`config.mk`:
```
export PLATFORM = sky130hd
export DESIGN_NAME = fetch_unit
export DESIGN_NICKNAME = d
export VERILOG_FILES = /design/src/rtl/riscv_pkg.sv /design/src/rtl/fetch_queue.sv /design/src/rtl/fetch_unit.sv
export SDC_FILE = /design/constraint.sdc
export NUM_CORES = 1
export LEC_CHECK = 0
export ABC_AREA = 1
export BUFFER_PORTS_ARGS = -buffer_cell sky130_fd_sc_hd__buf_4
export CORE_MARGIN = 1.5
export CORE_UTILIZATION = 56
export CTS_BUF_LIST = sky130_fd_sc_hd__clkbuf_8
export CTS_CLUSTER_SIZE = 30
export DETAILED_ROUTE_END_ITERATION = 6
export PLACE_DENSITY = 0.8
export REMOVE_ABC_BUFFERS = 1
export SYNTH_ARGS = -nofsm -noshare
export SYNTH_HDL_FRONTEND = slang
export SYNTH_SLANG_ARGS = --single-unit
```
`constraint.sdc`:
```
create_clock -name clk -period 6 [get_ports clk]
set_input_delay 1.2 -clock clk [delete_from_list [all_inputs] [get_ports clk]]
set_output_delay 1.2 -clock clk [all_outputs]
set_load 0.1 [all_outputs]
```
`src/rtl/riscv_pkg.sv`:
```
// Shared fetch-path types and constants.
package riscv_pkg;

  localparam int unsigned XLEN        = 32;
  localparam int unsigned INSTR_WIDTH = 32;
  localparam int unsigned PC_STEP     = 4;
  localparam logic [INSTR_WIDTH-1:0] NOP_INSTR = 32'h00000013;

  typedef struct packed {
    logic [XLEN-1:0]        pc;
    logic [INSTR_WIDTH-1:0] instr;
  } fetch_entry_t;

endpackage

```
`src/rtl/fetch_queue.sv`:
```
// In-order fetch queue of (pc, instr) entries; flush dominates push and pop.
module fetch_queue
  import riscv_pkg::*;
#(
  parameter int unsigned DEPTH = 2,
  localparam int unsigned PW = (DEPTH > 1) ? $clog2(DEPTH) : 1,
  localparam int unsigned CW = $clog2(DEPTH + 1)
) (
  input  logic          clk,
  input  logic          rst,
  input  logic          push,
  input  logic          pop,
  input  logic          flush,
  input  fetch_entry_t  wdata,
  output fetch_entry_t  head,
  output logic          full,
  output logic          empty,
  output logic [CW-1:0] count
);

  fetch_entry_t    mem [DEPTH];
  logic [PW-1:0]   wr_ptr;
  logic [PW-1:0]   rd_ptr;
  logic            do_push;
  logic            do_pop;

  assign full    = (count == CW'(DEPTH));
  assign empty   = (count == '0);
  assign do_push = push && !flush && (!full || pop);
  assign do_pop  = pop && !flush && !empty;
  assign head    = mem[rd_ptr];

  // Storage carries no reset; count and pointers define what is valid.
  always_ff @(posedge clk) begin
    if (do_push) mem[wr_ptr] <= wdata;
  end

  always_ff @(posedge clk) begin
    if (rst || flush) begin
      wr_ptr <= '0;
      rd_ptr <= '0;
      count  <= '0;
    end else begin
      if (do_push) wr_ptr <= wr_ptr + PW'(1);
      if (do_pop)  rd_ptr <= rd_ptr + PW'(1);
      case ({do_push, do_pop})
        2'b10:   count <= count + CW'(1);
        2'b01:   count <= count - CW'(1);
        default: count <= count;
      endcase
    end
  end

endmodule

```
`src/rtl/fetch_unit.sv`:
```
// Fetch stage: owns the PC, drives instruction memory, queues words for decode.
module fetch_unit
  import riscv_pkg::*;
#(
  parameter int unsigned ADDRESS_WIDTH = 32,
  parameter int unsigned DATA_WIDTH    = 32,
  parameter logic [ADDRESS_WIDTH-1:0] RESET_PC = 32'h00000000,
  parameter int unsigned QUEUE_DEPTH   = 2
) (
  input  logic                     clk,
  input  logic                     rst,
  output logic [ADDRESS_WIDTH-1:0] imem_addr,
  input  logic [DATA_WIDTH-1:0]    imem_rd,
  input  logic                     redirect_valid,
  input  logic [ADDRESS_WIDTH-1:0] redirect_target,
  output logic                     out_valid,
  input  logic                     out_ready,
  output logic [DATA_WIDTH-1:0]    out_instr,
  output logic [ADDRESS_WIDTH-1:0] out_pc,
  output logic [ADDRESS_WIDTH-1:0] out_pc_plus4
);

  localparam int unsigned CW = $clog2(QUEUE_DEPTH + 1);

  logic [ADDRESS_WIDTH-1:0] pc_q;
  logic [ADDRESS_WIDTH-1:0] pc_d;
  logic                     push_c;
  logic                     pop_c;
  logic                     q_full;
  logic                     q_empty;
  logic [CW-1:0]            q_count;
  fetch_entry_t             q_wdata;
  fetch_entry_t             q_head;

  assign imem_addr = pc_q;
  assign pop_c     = out_valid && out_ready;
  assign push_c    = !redirect_valid && ((q_count < CW'(QUEUE_DEPTH)) || pop_c);

  assign q_wdata.pc    = XLEN'(pc_q);
  assign q_wdata.instr = INSTR_WIDTH'(imem_rd);

  // Redirect wins; targets are forced to word alignment.
  always_comb begin
    pc_d = pc_q;
    if (redirect_valid) begin
      pc_d = {redirect_target[ADDRESS_WIDTH-1:2], 2'b00};
    end else if (push_c) begin
      pc_d = pc_q + ADDRESS_WIDTH'(PC_STEP);
    end
  end

  always_ff @(posedge clk) begin
    if (rst) pc_q <= RESET_PC;
    else     pc_q <= pc_d;
  end

  fetch_queue #(.DEPTH(QUEUE_DEPTH)) u_queue (
    .clk   (clk),
    .rst   (rst),
    .push  (push_c),
    .pop   (pop_c),
    .flush (redirect_valid),
    .wdata (q_wdata),
    .head  (q_head),
    .full  (q_full),
    .empty (q_empty),
    .count (q_count)
  );

  assign out_valid    = !q_empty;
  assign out_instr    = DATA_WIDTH'(q_head.instr);
  assign out_pc       = ADDRESS_WIDTH'(q_head.pc);
  assign out_pc_plus4 = out_pc + ADDRESS_WIDTH'(PC_STEP);

  a_full_consistent: assert property (@(posedge clk) disable iff (rst)
    q_full == (q_count == CW'(QUEUE_DEPTH)));

endmodule

```
**Word-level counts from Yosys, hierarchy flattened**

Memory sizes are Yosys's and may differ from the RTL's. A register that Yosys moved wholly into a read port is not among the register bits.
Cells that the tools add are included.

- Register bits after elaboration: 36
- Memory bits (writable): 128
- Output and inout port bits: 129
- Memories kept: 1

Memory list:

| name | depth | width | rd ports | clocked after Yosys merged registers in | wr ports | RTL line | RTL |
|---|---|---|---|---|---|---|---|
| u_queue.mem | 2 | 64 | 1 | 1 | 1 | fetch_queue.sv:21 | `fetch_entry_t mem [DEPTH];` |

- $add $sub $neg: 6
- Order comparisons: 1
- Equal/unequal tests: 3
- Multiplexer cells: 7
- Reductions and logical operators: 16

Operator list:

| operator | number |
|---|---|
| $add 32x3->32 const B | 2 |
| $mux 32 | 2 |
| $logic_and 1x1->1 | 6 |
| $eq 2x2->1 const B | 2 |
| $mux 1 | 4 |
| $pmux 2 s2 | 1 |
| $reduce_bool 2->1 | 2 |
| $logic_not 1->1 | 3 |
| $logic_or 1x1->1 | 3 |
| $add 1x1->1 const B | 2 |
| $add 2x1->2 const B | 1 |
| $eq 2x1->1 const B | 1 |
| $logic_not 2->1 | 1 |
| $lt 2x2->1 const B | 1 |
| $reduce_or 2->1 | 1 |
| $sub 2x1->2 const B | 1 |

**Logic depth before layout (Yosys ltp)**

- Word-level depth: 9
- Mapped depth: 13
- Mapped depth without buffers: 12

**Hierarchy**

A second synthesis with hierarchy kept.

- Cells, all modules: 744
- Area, all modules: 8,054.0 um2

By module, submodules not included:

| module | instances | cells an instance | area an instance (um2) |
|---|---|---|---|
| fetch_queue | 1 | 241 | 5,182.5 |
| fetch_unit | 1 | 503 | 2,871.5 |

**Worst setup path after synthesis**

OpenSTA, ideal clock, no wires.

- Path kind: reg2out
- From: register with a tool-made name
- To: output out_pc_plus4[16]
- Arrival: 6,699 ps
- Data required time: 4,800 ps
- Setup slack: -1,899 ps
- Cell stages (with the launch flop): 12
- Path buffers: 2
- Cells stage by stage: dfxtp_1 > buf_6 > buf_12 > o21ai_0 > inv_1 > ha_1 > nand2_1 > nor2_4 > nand2_1 > inv_1 > nand2_1 > xor2_1

RTL lines:

| item | RTL line | RTL |
|---|---|---|
| end, declared | fetch_unit.sv:20 | `output logic [ADDRESS_WIDTH-1:0] out_pc_plus4` |

==> impl_metrics.py <==
metrics = {
    "run_status": {
        "status": "finished, final reports clean",
    },
    "clock_network": {
        "insertion_delay_ps": 440,
        "postCtsHoldBufs": 0,
        "htreeDepth": 4,
        "cts_root_buffer": "clkbuf_8",
        "cts_resized": 0,
        "cts_buffers": 17,
        "cts.clk_slew.worst_paths_ps": 90,
        "cts_tree": "done",
        "cts_buffer_depth": 2,
        "cts.sinks": 159,
        "postCtsSetupBuffers": 0,
    },
    "route": {
        "dr.pass1.iters": 5,
        "wl_per_cell_um": 15.1,
        "detail-route-antenna-nets": 0,
        "wl_um": 19200,
        "vias_per_cell": 5.25,
        "initialDrtViolationCount": 598,
        "route.detailed.drc": 0,
        "vias": 6712,
    },
    "timing": {
        "setup_tns_ps": 0,
        "fin_crit_sh": 0.783,
        "worstMarginPinSlew_ps": 734,
        "hold_viol": 0,
        "rsz0062_at_grt": "false",
        "fin_crit_ps": 4700,
        "relSlewSlack": 0.511,
        "fmax_mhz": 213,
        "skew_ps": 11.7,
        "finalSetupViolations": 0,
        "slew_violations": 0,
    },
    "worst_hold_path": {
        "hp-class": "reg -> reg",
        "holdPathStages": 2,
    },
    "placement": {
        "portBuffers": 188,
        "dp_hpwl_um": 14200,
        "place.gp.congestion": 0.900,
        "post-place-cells": 1246,
    },
    "worst_setup_path": {
        "crit_buf_inv": 3,
        "start_kind": "flip-flop",
        "critPathRequiredTime_ps": 4800,
        "path_delay_family": "buffers and inverters",
        "crit_slowest_cell": "dfxtp_4",
        "slowest_delay_ps": 800,
        "path_cells": "buf_4 > nand2_1 > o21ai_2 > inv_1 > nor2_1 > nand2_1 > nor2_1 > nand2_1 > xor2_1 > buf_4",
        "crit_arrival_ps": 3500,
        "crit_type": "reg -> out",
        "cpMostUsedCell": "nand2_1",
        "crit_cells": 10,
        "path_max_fanout": 66,
        "cp-end-kind": "output port",
        "rr_worst_depth": 10,
    },
    "final_layout": {
        "diodes": 0,
        "area_growth_pct": 22.7,
        "layout-drive-gt1-share": 0.274,
        "final_cell_count_no_fill": 1278,
        "fin_nets": 1157,
    },
    "global_routing": {
        "grt_max_degree": 67,
        "met3_usage": 0.0444,
        "grt_usage": 0.257,
        "use_met1": 0.341,
        "grt.overflow.total": 0,
        "grtUsageMet2": 0.415,
        "grt_pass1_vias": 6105,
        "grt_pass1_wl_um": 29700,
        "antenna_found_initial": 0,
        "top_usage_layer": "met2",
    },
    "power": {
        "power.leakage_nw": 4.00,
        "p_per_area_nw_per_um2": 288,
        "ir_drop_v": 0.000130,
        "total_power_w": 0.00288,
    },
    "synth": {
        "synth.most_common_cell": "nand2_1",
        "synthArstFlopShare": 0,
        "synth_seq_area_share": 0.543,
        "yosys.area.top_type": "edfxtp_1",
        "synth_top_area_share": 0.457,
        "ys_top_cells_by_area": "edfxtp_1 (46%), nand2_1 (12%), dfxtp_1 (8.6%)",
        "yosys_warnings": 0,
        "synth_cells": 899,
        "synth_commonest_cells": "nand2_1 (252), edfxtp_1 (124), nor2_1 (112), inv_1 (100), o21ai_0 (42)",
        "ys_ff_latch": 159,
        "synth-edff-count": 124,
        "ys_types": 38,
        "syn_area_um2": 8140,
        "avgSynthCellArea_um2": 9.06,
        "synthFlopType": "edfxtp_1",
    },
    "floorplanning": {
        "die_y_um": 124,
        "io_pins": 197,
        "core_area_um2": 14000,
        "die-area_um2": 15300,
        "dieWidth_um": 124,
        "row_count": 43,
        "initial_core_util": 0.580,
    },
    "flow_run": {
        "cap_violations": 0,
    },
}
## routing by layer
layer | wire length [µm] | vias to the layer above
met3 | 1410 | 54
met2 | 9150 | 304
li1 | - | 3328
met4 | 619 | 0
met5 | 0 | -
met1 | 8060 | 3026
## cell families (layout without fill, tap and decap cells)
logic type | after synthesis | in the layout | share of synthesized area
compound gates | 113 | 113 | 0.0851
flops | 159 | 159 | 0.543
fa+ha+maj | 4 | 4 | 0.00615
other cells | 1 | 6 | 0.000460
buf+inv | 131 | 325 | 0.0753
simple gates | 435 | 435 | 0.220
xor+xnor | 24 | 24 | 0.0258
mux | 32 | 32 | 0.0442
## path summary, 6_finish.rpt
path                                                      to                           from  slack [ps]
worst max register to register  u_queue.mem[1][47]$_DFFE_PP_  u_queue.count[1]$_SDFFE_PP0P_        3160
worst min register to register                     flip-flop    u_queue.rd_ptr$_SDFFE_PP0P_         480
worst min-delay path                               flip-flop    u_queue.rd_ptr$_SDFFE_PP0P_         480
worst max-delay path                        out_pc_plus4[16]                      flip-flop        1300
## placed cells by master (no fill, tap or decap), drive strengths merged
cell	Yosys	layout
conb	1	6
xnor2	3	3
a22o	3	3
nand3b	4	4
or2	1	1
inv	101	108
a31oi	6	6
nand3	36	36
a211oi	1	1
clkinvlp	0	2
mux2	32	32
clkbuf	7	17
dfxtp	35	35
o21a	2	2
nand4	10	10
a21oi	40	40
o21bai	2	2
xor2	21	21
edfxtp	124	124
o211ai	1	1
nor3	1	1
ha	4	4
nand2	255	255
and2	1	1
o21ai	58	58
buf	23	192
nor2	127	127
clkinv	0	6
## state kept, by name, summed over array words and instances, names as in the netlist, named ones only
name            flops
u_queue.mem       124
u_queue.wr_ptr      1
imem_addr          30
u_queue.count       2
u_queue.rd_ptr      1
## power by group
part	switching, W	internal (W)
Clock	0.000429	0.000306
Combinational	0.000679	0.000170
Sequential	0.0000433	0.00125
## worst register-to-register path: stages, from the launching register on
cell and delay (ps):
dfxtp_1 360, inv_1 60, ha_1 180, inv_2 60, nand2_2 90, nand2_1 260, inv_1 210, nor2_2 140
nand2_1 150, nor2_4 280, buf_4 620
## per-stage QoR
step                setup WS, ps  hold WS [ps]   util  cell area, µm²
CTS                         1310           475  0.712            9990
global placement            1870           451  0.685            9610
global route                 952           518  0.712            9990
finish                      1300           480  0.712            9990
detailed placement          1810           456  0.685            9610
floorplan                  -4020           447      -            7930
## cell type report
class	count	area (µm²)
multi-input combinational	614	3140
timing repair buffer	192	1440
sequential	159	4430
fill	1089	4050
clock buffer	17	234
inverter	101	379
clock inverter	15	146
tap	180	225
Power figures use the tool's default switching activity.
